**src/rtl/shared_reg_arbiter.sv**
```systemverilog
// Round-robin write arbiter owning one shared WIDTH-bit register (request -> grant -> capture -> done).
// Optional locked back-to-back bursts are enabled by defining SRA_LOCK_EN.
module shared_reg_arbiter #(
  parameter int              NREQ     = 4,
  parameter int              WIDTH    = 8,
  parameter logic [WIDTH-1:0] RST_VAL = '0,
  parameter int              MAX_LOCK = 4
) (
  input  logic                  clk,
  input  logic                  rst_n,
  input  logic [NREQ-1:0]       req,
  input  logic [NREQ*WIDTH-1:0] wdata,
  input  logic [NREQ-1:0]       lock,
  output logic [NREQ-1:0]       gnt,
  output logic                  done,
  output logic                  busy,
  output logic [WIDTH-1:0]      q
);

  localparam int PW = (NREQ > 1) ? $clog2(NREQ) : 1;

  typedef enum logic [1:0] {IDLE, GRANT, DONE} state_t;

  state_t        state;
  logic [PW-1:0] ptr;
  logic [PW-1:0] win;
  logic [PW-1:0] cand;
  logic          found;

  // ptr doubles as the index of the current grant holder while a write is in flight.
  always_comb begin
    found = 1'b0;
    win   = ptr;
    cand  = '0;
    for (int k = 1; k <= NREQ; k++) begin
      cand = PW'((int'(ptr) + k) % NREQ);
      if (!found && req[cand]) begin
        found = 1'b1;
        win   = cand;
      end
    end
  end

`ifdef SRA_LOCK_EN
  logic [3:0] lock_cnt;
  logic       lock_hold;

  assign lock_hold = req[ptr] && lock[ptr] && (lock_cnt < 4'(MAX_LOCK - 1));
`else
  logic       unused_lock;
  logic [3:0] unused_max_lock;

  assign unused_lock     = ^lock;
  assign unused_max_lock = 4'(MAX_LOCK);
`endif

  always_ff @(posedge clk or negedge rst_n) begin
    if (!rst_n) begin
      state <= IDLE;
      gnt   <= '0;
      done  <= 1'b0;
      busy  <= 1'b0;
      q     <= RST_VAL;
      ptr   <= PW'(NREQ - 1);
`ifdef SRA_LOCK_EN
      lock_cnt <= '0;
`endif
    end else begin
      case (state)
        IDLE: begin
          done <= 1'b0;
          if (found) begin
            gnt   <= {{(NREQ-1){1'b0}}, 1'b1} << win;
            ptr   <= win;
            busy  <= 1'b1;
            state <= GRANT;
          end
        end
        GRANT: begin
          // Capture regardless of req: the requester promised stable data until done.
          q     <= wdata[ptr*WIDTH +: WIDTH];
          done  <= 1'b1;
          state <= DONE;
        end
        DONE: begin
          done <= 1'b0;
`ifdef SRA_LOCK_EN
          if (lock_hold) begin
            lock_cnt <= lock_cnt + 4'd1;
            state    <= GRANT;
          end else begin
            lock_cnt <= '0;
            gnt      <= '0;
            busy     <= 1'b0;
            state    <= IDLE;
          end
`else
          gnt   <= '0;
          busy  <= 1'b0;
          state <= IDLE;
`endif
        end
        default: begin
          gnt   <= '0;
          done  <= 1'b0;
          busy  <= 1'b0;
          state <= IDLE;
        end
      endcase
    end
  end

endmodule

```
**config.mk**
```make
export PLATFORM = sky130hd
export DESIGN_NAME = shared_reg_arbiter
export DESIGN_NICKNAME = d
export VERILOG_FILES = /design/src/rtl/shared_reg_arbiter.sv
export SDC_FILE = /design/constraint.sdc
export NUM_CORES = 1
export LEC_CHECK = 0
export CAP_MARGIN = 25
export CORE_ASPECT_RATIO = 0.8
export CORE_MARGIN = 2
export CORE_UTILIZATION = 40
export DETAILED_ROUTE_END_ITERATION = 7
export DONT_BUFFER_PORTS = 1
export GPL_TIMING_DRIVEN = 0
export PLACE_DENSITY_LB_ADDON = 0.15
export SYNTH_ARGS = -nofsm -noshare
export SYNTH_HDL_FRONTEND = slang
export SYNTH_SLANG_ARGS = --single-unit
```
**constraint.sdc**
```tcl
create_clock -name clk -period 1.5 [get_ports clk]
set_input_delay 0.225 -clock clk [delete_from_list [all_inputs] [get_ports clk]]
set_output_delay 0.225 -clock clk [all_outputs]
set_load 0.01 [all_outputs]
```
## Yosys cells after proc, flatten, opt, wreduce, memory -nomap -nowiden

Cells that the tools add are included.

| storage, ports and cells | value |
|---|---|
| register bits after elaboration | 18 |
| output and inout port bits | 14 |

| operators by class | value |
|---|---|
| add/subtract/negate cells | 4 |
| magnitude comparators | 4 |
| equal/unequal tests | 2 |
| shifts and indexed selects | 2 |
| muxes and demuxes | 23 |
| bitwise operators | 1 |
| reductions and logical operators | 9 |

Operators by type and width:

| kind | number |
|---|---|
| $shiftx A32 B6 Y8 | 1 |
| $lt A2 B3 Y1 const B | 4 |
| $mux W1 | 10 |
| $mux W2 | 5 |
| $bmux W1 S2 | 4 |
| $pmux W4 S2 | 1 |
| $add A2 B1 Y2 const B | 2 |
| $add A2 B2 Y2 const B | 2 |
| $mux W4 | 1 |
| $pmux W2 S2 | 1 |
| $reduce_and A2 Y1 | 2 |
| $shl A1 B2 Y4 const A | 1 |
| $logic_and A1 B1 Y1 | 3 |
| $logic_not A1 Y1 | 3 |
| $eq A2 B1 Y1 const B | 1 |
| $logic_not A2 Y1 | 1 |
| $ne A2 B2 Y1 const B | 1 |
| $pmux W1 S2 | 1 |
| $not A1 Y1 | 1 |

## Depth between registers and ports, before layout

Gate-level depths: netlist of the first run.

| logic depth | value |
|---|---|
| depth after elaboration | 16 |
| mapped depth | 6 |
| gate-level depth less buffers | 4 |

## Least setup slack after synthesis of the first run

No wires, ideal clock.

| timing path | value |
|---|---|
| path kind | flip-flop to flip-flop |
| start | register ptr[0] |
| end | register q[0] |
| setup time | 0.125 ns |
| data arrival time | 1.427 ns |
| data required time | 1.375 ns |
| path slack | -0.052 ns |
| stages on the path, launching flop included | 4 |
| buffers on the path | 1 |
| cell sequence | dfstp_2 > buf_6 > mux4_2 > mux2_4 |

| between the ends | value |
|---|---|
| cells in the longest elaborated chain, start to end | 1 |

Ends and longest elaborated chain:

| element | line | text |
|---|---|---|
| start, declared | 25 | `logic [PW-1:0] ptr;` |
| start signal, assigned | 64 | `ptr <= PW'(NREQ - 1);` |
| start signal, assigned | 74 | `ptr <= win;` |
| $shiftx A32 B6 Y8 | 81 | `q <= wdata[ptr*WIDTH +: WIDTH];` |
| end signal, assigned | 81 |  |
| end, declared | 17 | `output logic [WIDTH-1:0] q` |

Every way passes these cells.
A chain may end at the register's enable or synchronous reset.

## Worst setup path after layout of the first run

| timing path | value |
|---|---|
| start | register ptr[0] |
| end | register q[2] |

Same word-level chain as after synthesis.

==> results of run 1 <==
==> power by group <==
part	leakage [nW]	internal [W]	switching [W]	total, W
clock network	0.0210	0.000148	0.000151	0.000299
logic	0.251	0.000837	0.000472	0.00131
registers	0.217	0.000749	0.000283	0.00103
==> cell usage in the layout, fill, tap and decap left out <==
cell type / n
and2b_2: 1
nor2b_1: 2
clkbuf_4: 3
or3_4: 1
nand2_1: 2
dfstp_2: 2
buf_12: 1
or2b_1: 1
o2bb2ai_2: 1
a211oi_4: 1
a31oi_1: 1
buf_4: 4
nor2_1: 6
nor3_2: 1
a22o_1: 2
a21oi_2: 1
nor3b_1: 1
mux2_4: 8
mux4_2: 8
nor2_2: 1
dfrtp_1: 16
a21o_1: 1
clkbuf_8: 1
o21ba_2: 1
dlygate4sd3_1: 1
mux2i_1: 1
a21oi_1: 2
nand3b_1: 1
o2bb2ai_1: 1
nor3_1: 1
buf_6: 3
buf_2: 1
nand2b_1: 1
==> flip-flops by register name (all words and copies together), names as in the netlist <==
signal,count
state,2
ptr,2
q,8
busy,1
gnt,4
done,1
==> logic make-up after synthesis <==
kind of cell	Yosys count
mux	17
simple gates	19
buf+inv	4
compound gates	11
flops	18
==> metrics by stage <==
stage | total power (W) | cells
after floorplan | 0.002007 | 69
after global placement | 0.002164 | 96
after detailed placement | 0.002174 | 96
after CTS | 0.002604 | 106
after global routing | 0.002849 | 106
final | 0.002640 | 106
==> synthesized netlist by cell type <==
master     number
dfrtp_1        16
mux2_4          8
mux4_2          8
nor2_1          7
a21oi_1         3
buf_6           3
a22o_1          2
dfstp_2         2
nand2_1         2
nor2b_1         2
nor3_1          2
o2bb2ai_1       2
a211oi_4        1
a21o_1          1
a31oi_1         1
and2b_1         1
buf_2           1
mux2i_1         1
nand2b_1        1
nand3b_1        1
nor3b_1         1
o21ba_2         1
or2b_1          1
or3_1           1
==> worst min-delay path, cell delays in order <==
cell and delay, ns:
a21oi_2 0.03, nor3_2 0.20, a21oi_1 0.11
==> per-layer routing <==
metal	part of all wire	wire, um	vias up	global-route usage
li1	-	-	281	-
met4	0.0042	8	0	0.02222
met5	0	0	-	0
met1	0.42	794	315	0.1941
met2	0.51	982	23	0.2228
met3	0.066	126	2	0.06952
==> cell type report <==
class,count,area share
tap,27,0.02941
clock buffer,4,0.03159
sequential,18,0.3943
multi-input combinational,47,0.4586
buffer,3,0.03159
timing repair buffer,7,0.05447
==> path summary, 6_finish.rpt <==
path | start | to | slack, ns | cells after the start
min | req[0] | ptr[0] | 0.28 | 3
max in group asynchronous | rst_n | q[5] | 0.54 | 1
max reg2reg | ptr[0] | q[2] | -0.08 | 3
min reg2reg | state[0] | state[0] | 0.54 | 1
min in group asynchronous | rst_n | busy | 0.46 | 1
max | ptr[0] | q[2] | -0.08 | 3
==> what timing repair did <==
action | CTS | global route
buffers inserted | 6 | 0
endpoints found under the hold margin | 18 | 0
hold buffers | 1 | 0
pin swaps | 3 | 4
setup endpoints to repair | 12 | 14
resized for setup | 1 | 8
==> impl_metrics.py, run 1 <==
metrics = {
    "synthesis": {
        "synth_mux_area_frac": 0.3119,
        "postSynthCellCount": 69,
        "yosys.area.top_type": "dfrtp_1",
        "synth_top_family_by_area": "multiplexers",
        "synth_fa_ha_area_frac": 0,
        "syn_nets": 111,
        "ys_seq_area_frac": 0.4553,
        "synth-compound-area-share": 0.09434,
        "synthSimpleGateAreaFrac": 0.09937,
        "ys_warn_count": 0,
        "synth_cell_types": 24,
        "avgSynthCellArea_sq_um": 14.42,
        "syn-cell-area_sq_um": 994.7,
        "ys_ff_latch": 18,
        "synth_top_area_frac": 0.4025,
        "synthXorXnorAreaFrac": 0,
        "ys_top_cells_by_area": "dfrtp_1 40%, mux4_2 18%, mux2_4 12%",
    },
    "critical_path": {
        "path_buf_inv": 1,
        "cp_max_fo": 10,
        "end_kind": "flop",
        "critPathTopFamily": "multiplexers",
        "start_kind": "flop",
        "max_stage_delay_ns": 0.57,
        "crit_chain": "buf_12, mux4_2, mux2_4",
        "worst-setup-path-type": "flop to flop",
        "cp.arrival_ns": 1.76,
        "slowest_stage": "dfstp_2",
        "worstPathRequired_ns": 1.68,
    },
    "place": {
        "dp_worst_setup_slack_ns": -0.1040,
        "io_buffer_count": 0,
        "dpl-instance-area_sq_um": 1032,
        "gp_congestion": 0.7652,
        "hpwl_um": 1393,
    },
    "global_routing": {
        "grt_pass1_wl_um": 3160,
        "grt_pass1_vias": 653,
        "grt.total_usage": 0.1465,
        "antenna_found_initial": 0,
        "grt_max_degree": 19,
        "grt_overflow": 0,
    },
    "clocking": {
        "clock_sinks": 18,
        "cts_tree": "done",
        "htreeDepth": 1,
        "cts.reportedPaths.clkPinSlew_ns": 0.10,
        "cts_buffer_depth": 2,
        "root_buffer": "clkbuf_4",
        "cts_made_buffers": 3,
        "worstSkewPairLatency_ns": 0.29,
    },
    "timing": {
        "fmax_mhz": 634.0,
        "slew_violations": 0,
        "rsz0062_at_grt": "yes",
        "worst_hold_slack_ns": 0.2751,
        "final.setup_skew_ns": 0.002935,
        "hold_viol_final": 0,
        "worst_pin_slew_ns": 0.8156,
        "min_period_ns": 1.577,
        "setup_ws_ns": -0.07726,
        "relSlewSlack": 0.4545,
        "setup_tns_ns": -0.6317,
        "fin_crit_sh": 1.052,
        "setup_viol": 10,
    },
    "power": {
        "irDropWorstVdd_v": 0.0009229,
        "p_per_area_nw_per_um2": 2299,
        "p_leak_nw": 0.4884,
    },
    "die": {
        "num_rows": 16,
        "die_w_um": 59.76,
        "die_y_um": 48.60,
        "die-area_sq_um": 2904,
        "io_pins": 56,
        "start_util": 0.4141,
        "core_sq_um": 2402,
    },
    "min_path": {
        "min_path_type": "input pin to flop",
    },
    "route": {
        "routed_via_density": 5.858,
        "ant_nets": 0,
        "drc_errors": 0,
        "num_vias": 621,
        "wl_um": 1911,
        "firstDrtPassIters": 3,
        "wire_per_inst_um": 18.03,
        "drt_iter0_markers": 16,
    },
    "job": {
        "drv_cap": 0,
    },
    "status": {
        "status": "finished, violations left",
        "violations": "negative setup slack",
    },
    "cells_and_area": {
        "diodes": 0,
        "multi_input_area_sq_um": 526.8,
        "syn_to_final_growth_pct": 15.47,
        "drive_above_1_share": 0.4937,
        "register_area_sq_um": 452.9,
        "nets": 122,
        "final_core_util": 0.4781,
        "fillers": 215,
        "fin_area_sq_um": 1149,
    },
}
Power figures use the tool's default switching activity.
==> run 2, diff against run 1 <==
CORE_UTILIZATION = 50   (was 40)
SKIP_CTS_REPAIR_TIMING = 1   (was unset)
==> impl_metrics.py, run 2 (synthesis results as in run 1) <==
metrics = {
    "clocking": {
        "cts.reportedPaths.clkPinSlew_ns": 0.11,
        "worstSkewPairLatency_ns": 0.29,
        "htreeDepth": 1,
        "root_buffer": "clkbuf_4",
        "cts_tree": "done",
        "clock_sinks": 18,
        "cts_made_buffers": 3,
        "cts_buffer_depth": 2,
    },
    "critical_path": {
        "cp_max_fo": 9,
        "max_stage_delay_ns": 0.58,
        "cp.arrival_ns": 1.79,
        "start_kind": "flop",
        "end_kind": "flop",
        "worst-setup-path-type": "flop to flop",
        "reg2reg_to": "q[1]",
        "critPathTopFamily": "multiplexers",
        "r2r_start": "ptr[0]",
        "rr_worst_depth": 3,
        "crit_chain": "buf_12, mux4_2, mux2_4",
        "r2r_slack_ns": -0.10,
        "path_buf_inv": 1,
        "worstPathRequired_ns": 1.69,
        "slowest_stage": "dfstp_2",
    },
    "cells_and_area": {
        "final_common_cell": "dfrtp_1",
        "final_core_util": 0.5948,
        "nets": 119,
        "regMostFlops": "q",
        "diodes": 0,
        "final_cell_mix": "16 x dfrtp_1, 8 x mux4_2, 8 x mux2_4, 7 x nor2_1, 3 x clkbuf_4",
        "syn_to_final_growth_pct": 12.08,
        "largest_register_ffs": 8,
        "fillers": 142,
        "multi_input_area_sq_um": 519.2,
        "register_area_sq_um": 452.9,
        "drive_above_1_share": 0.4474,
        "reg_top3": "q: 8 flops, gnt: 4 flops",
    },
    "global_routing": {
        "grt_pass1_vias": 653,
        "grt_max_degree": 19,
        "grt.total_usage": 0.1866,
        "grt_pass1_wl_um": 3098,
        "grt_overflow": 0,
        "antenna_found_initial": 0,
    },
    "timing": {
        "fin_crit_sh": 1.067,
        "fmax_mhz": 624.7,
        "relSlewSlack": 0.4602,
        "rsz0062_at_grt": "yes",
        "setup_ws_ns": -0.1007,
        "min_period_ns": 1.601,
        "final.setup_skew_ns": 0.001585,
        "setup_viol": 9,
        "slew_violations": 0,
        "hold_viol_final": 0,
        "setup_tns_ns": -0.7450,
        "worst_pin_slew_ns": 0.8070,
    },
    "place": {
        "hpwl_um": 1468,
        "io_buffer_count": 0,
        "gp_congestion": 0.7459,
    },
    "die": {
        "core_sq_um": 1874,
        "die-area_sq_um": 2364,
        "io_pins": 56,
        "die_w_um": 53.87,
        "start_util": 0.5307,
        "num_rows": 14,
        "die_y_um": 43.90,
    },
    "min_path": {
        "min_from": "req[0]",
        "min_path_type": "input pin to flop",
        "min_to": "ptr[0]",
        "hold_depth": 3,
    },
    "route": {
        "routed_via_density": 6.300,
        "firstDrtPassIters": 4,
        "wire_per_inst_um": 19.32,
        "drt_iter0_markers": 8,
        "num_vias": 630,
        "ant_nets": 0,
        "drc_errors": 0,
        "wl_um": 1932,
    },
    "power": {
        "p_leak_nw": 0.4725,
        "p_sw_frac": 0.3470,
        "p_clk_frac": 0.118,
        "p_per_area_nw_per_um2": 2305,
        "p_int_w": 0.001678,
        "power_frac_comb": 0.485,
        "p_sw_w": 0.0008916,
        "pwr-share-seq": 0.397,
        "irDropWorstVdd_v": 0.001228,
    },
    "job": {
        "drv_cap": 0,
    },
    "status": {
        "violations": "negative setup slack",
        "status": "finished, violations left",
    },
}
[run 2: worst max-delay path by stage]
stage	start	end	slack [ns]	depth (start not counted)
after global routing	ptr[0]	q[5]	-0.15	3
after global placement	ptr[0]	q[6]	-0.09	3
after floorplan	ptr[0]	q[0]	-0.05	3
after CTS	ptr[0]	q[1]	-0.13	3
after detailed placement	ptr[0]	q[1]	-0.11	3
final	ptr[0]	q[1]	-0.10	3
[run 2: cell type report]
type / count / share of cell area
clock buffer: 4 / 0.03255
timing repair buffer: 3 / 0.02245
sequential: 18 / 0.4063
tap: 24 / 0.02694
buffer: 4 / 0.04602
multi-input combinational: 47 / 0.4658
[run 2: worst min-delay path: stages]
cell     delay (ns)
a21oi_2        0.02
nor3_2         0.17
a21oi_1        0.10
[run 2: metrics by stage]
stage | setup slack (ns) | power (W) | hold WS, ns | std cells | instance area (sq um)
CTS | -0.1326 | 0.002493 | -0.4048 | 97 | 1065
global placement | -0.09431 | 0.002153 | -0.07022 | 93 | 1028
detailed placement | -0.1110 | 0.002181 | -0.07017 | 93 | 1028
floorplan | -0.04702 | 0.002007 | -0.07059 | 69 | 998.5
global route | -0.1505 | 0.002765 | 0.2424 | 100 | 1115
finish | -0.1007 | 0.002569 | 0.2172 | 100 | 1115
[run 2: layer usage]
layer	part of all wire	wire length, um	vias to the layer above	GRT usage
met5	0	0	-	0
met4	0.0057	11	0	0.04615
met3	0.10	202	2	0.1069
met2	0.48	934	35	0.2878
met1	0.41	783	320	0.2250
li1	-	-	273	-
[run 2: power by group through the flow]
| stage | combinational (W) | sequential (W) | clock, W |
|---|---|---|---|
| global placement | 0.00113 | 0.00103 | 0 |
| CTS | 0.00115 | 0.00102 | 0.000318 |
| detailed placement | 0.00115 | 0.00103 | 0 |
| floorplan | 0.00102 | 0.000986 | 0 |
| global route | 0.00136 | 0.00107 | 0.000340 |
| finish | 0.00125 | 0.00102 | 0.000302 |
==> run 3, diff against run 2 <==
CORE_ASPECT_RATIO = unset   (was 0.8)
GPL_ROUTABILITY_DRIVEN = 0   (was unset)
SLEW_MARGIN = 20   (was unset)
==> impl_metrics.py, run 3 (synthesis results as in run 1) <==
metrics = {
    "status": {
        "status": "finished, violations left",
        "violations": "negative setup slack",
    },
    "place": {
        "dpl-instance-area_sq_um": 1032,
        "hpwl_um": 1396,
        "io_buffer_count": 0,
    },
    "power": {
        "p_leak_nw": 0.4588,
        "irDropWorstVdd_v": 0.001222,
        "p_per_area_nw_per_um2": 2254,
        "finalPower_w": 0.002462,
    },
    "timing": {
        "setup_viol": 10,
        "setup_ws_ns": -0.08078,
        "fmax_mhz": 632.6,
        "slew_violations": 0,
        "rsz0062_at_grt": "yes",
        "fin_crit_sh": 1.054,
        "relSlewSlack": 0.4715,
        "hold_viol_final": 0,
        "setup_tns_ns": -0.7028,
        "final.setup_skew_ns": 0.002240,
        "worst_pin_slew_ns": 0.7901,
        "min_period_ns": 1.581,
    },
    "critical_path": {
        "reg2reg_to": "q[1]",
        "worstPathRequired_ns": 1.68,
        "cp.arrival_ns": 1.76,
        "r2r_start": "ptr[0]",
        "r2r_slack_ns": -0.08,
        "start_kind": "flop",
        "rr_worst_depth": 3,
        "end_kind": "flop",
        "worst-setup-path-type": "flop to flop",
        "cp_max_fo": 10,
    },
    "route": {
        "ant_nets": 0,
        "drt_iter0_markers": 9,
        "firstDrtPassIters": 4,
        "wire_per_inst_um": 18.50,
        "wl_um": 1868,
        "routed_via_density": 6.059,
        "num_vias": 612,
        "drc_errors": 0,
    },
    "global_routing": {
        "grt.total_usage": 0.1759,
        "grt_pass1_wl_um": 3125,
        "grt_overflow": 0,
        "antenna_found_initial": 0,
        "grt_pass1_vias": 655,
        "grt_max_degree": 19,
    },
    "min_path": {
        "min_to": "ptr[0]",
        "hold_depth": 3,
        "min_from": "req[0]",
        "min_path_type": "input pin to flop",
    },
    "die": {
        "io_pins": 56,
        "start_util": 0.5176,
        "die-area_sq_um": 2362,
        "num_rows": 16,
        "core_sq_um": 1922,
        "die_w_um": 48.60,
        "die_y_um": 48.60,
    },
    "cells_and_area": {
        "regMostFlops": "q",
        "fin_area_sq_um": 1092,
        "diodes": 0,
        "drive_above_1_share": 0.4324,
        "nets": 118,
        "syn_to_final_growth_pct": 9.812,
        "final_common_cell": "dfrtp_1",
        "final_cell_mix": "16 x dfrtp_1, 8 x mux4_2, 8 x mux2_4, 7 x nor2_1, 3 x clkbuf_4",
        "reg_top3": "q: 8 flops, gnt: 4 flops",
        "largest_register_ffs": 8,
        "fillers": 166,
    },
    "clocking": {
        "htreeDepth": 1,
        "cts.reportedPaths.clkPinSlew_ns": 0.10,
        "root_buffer": "clkbuf_4",
        "clock_sinks": 18,
        "cts_buffer_depth": 2,
        "worstSkewPairLatency_ns": 0.28,
        "cts_made_buffers": 3,
        "cts_tree": "done",
    },
    "job": {
        "drv_cap": 0,
    },
}
## run 3: worst max path at each step
stage / startpoint / to / cells after the start
final: ptr[0] / q[1] / 3
after global routing: ptr[0] / q[5] / 3
after floorplan: ptr[0] / q[0] / 3
after CTS: ptr[0] / q[4] / 3
after detailed placement: ptr[0] / q[3] / 3
after global placement: ptr[0] / q[0] / 3
## run 3: power breakdown
part	total [W]	internal (W)	switching [W]
Combinational	0.00122	0.000758	0.000460
Clock	0.000231	0.0000932	0.000138
Sequential	0.00101	0.000749	0.000264
## run 3: metal layers
metal / up-vias / part of all wire / global-route usage
met3: 4 / 0.097 / 0.07716
met5: - / 0 / 0
met1: 304 / 0.38 / 0.1850
met2: 33 / 0.50 / 0.2968
met4: 0 / 0.018 / 0.09048
li1: 271 / - / -
## run 3: metrics by stage
stage	util	cells	setup WS, ns	hold WS, ns
floorplan	-	69	-0.04702	-0.07059
finish	0.5684	101	-0.08078	0.2478
global placement	0.5371	96	-0.1015	-0.07024
detailed placement	0.5371	96	-0.1099	-0.07022
global route	0.5684	101	-0.1425	0.2795
CTS	0.5488	99	-0.1273	-0.3861
## run 3: worst max-delay path, stage by stage (launching register included)
cell and delay (ns):
dfstp_2 0.57, buf_12 0.14, mux4_2 0.50, mux2_4 0.27
## run 3: cell type report
class / instances / area (sq um) / share of cell area
plain buffers: 4 / 47.55 / 0.04353
well taps: 27 / 33.78 / 0.03093
multi-input cells: 47 / 518.0 / 0.4742
flip-flops and latches: 18 / 452.9 / 0.4147
clock buffers: 3 / 22.52 / 0.02062
repair buffers: 2 / 17.52 / 0.01604
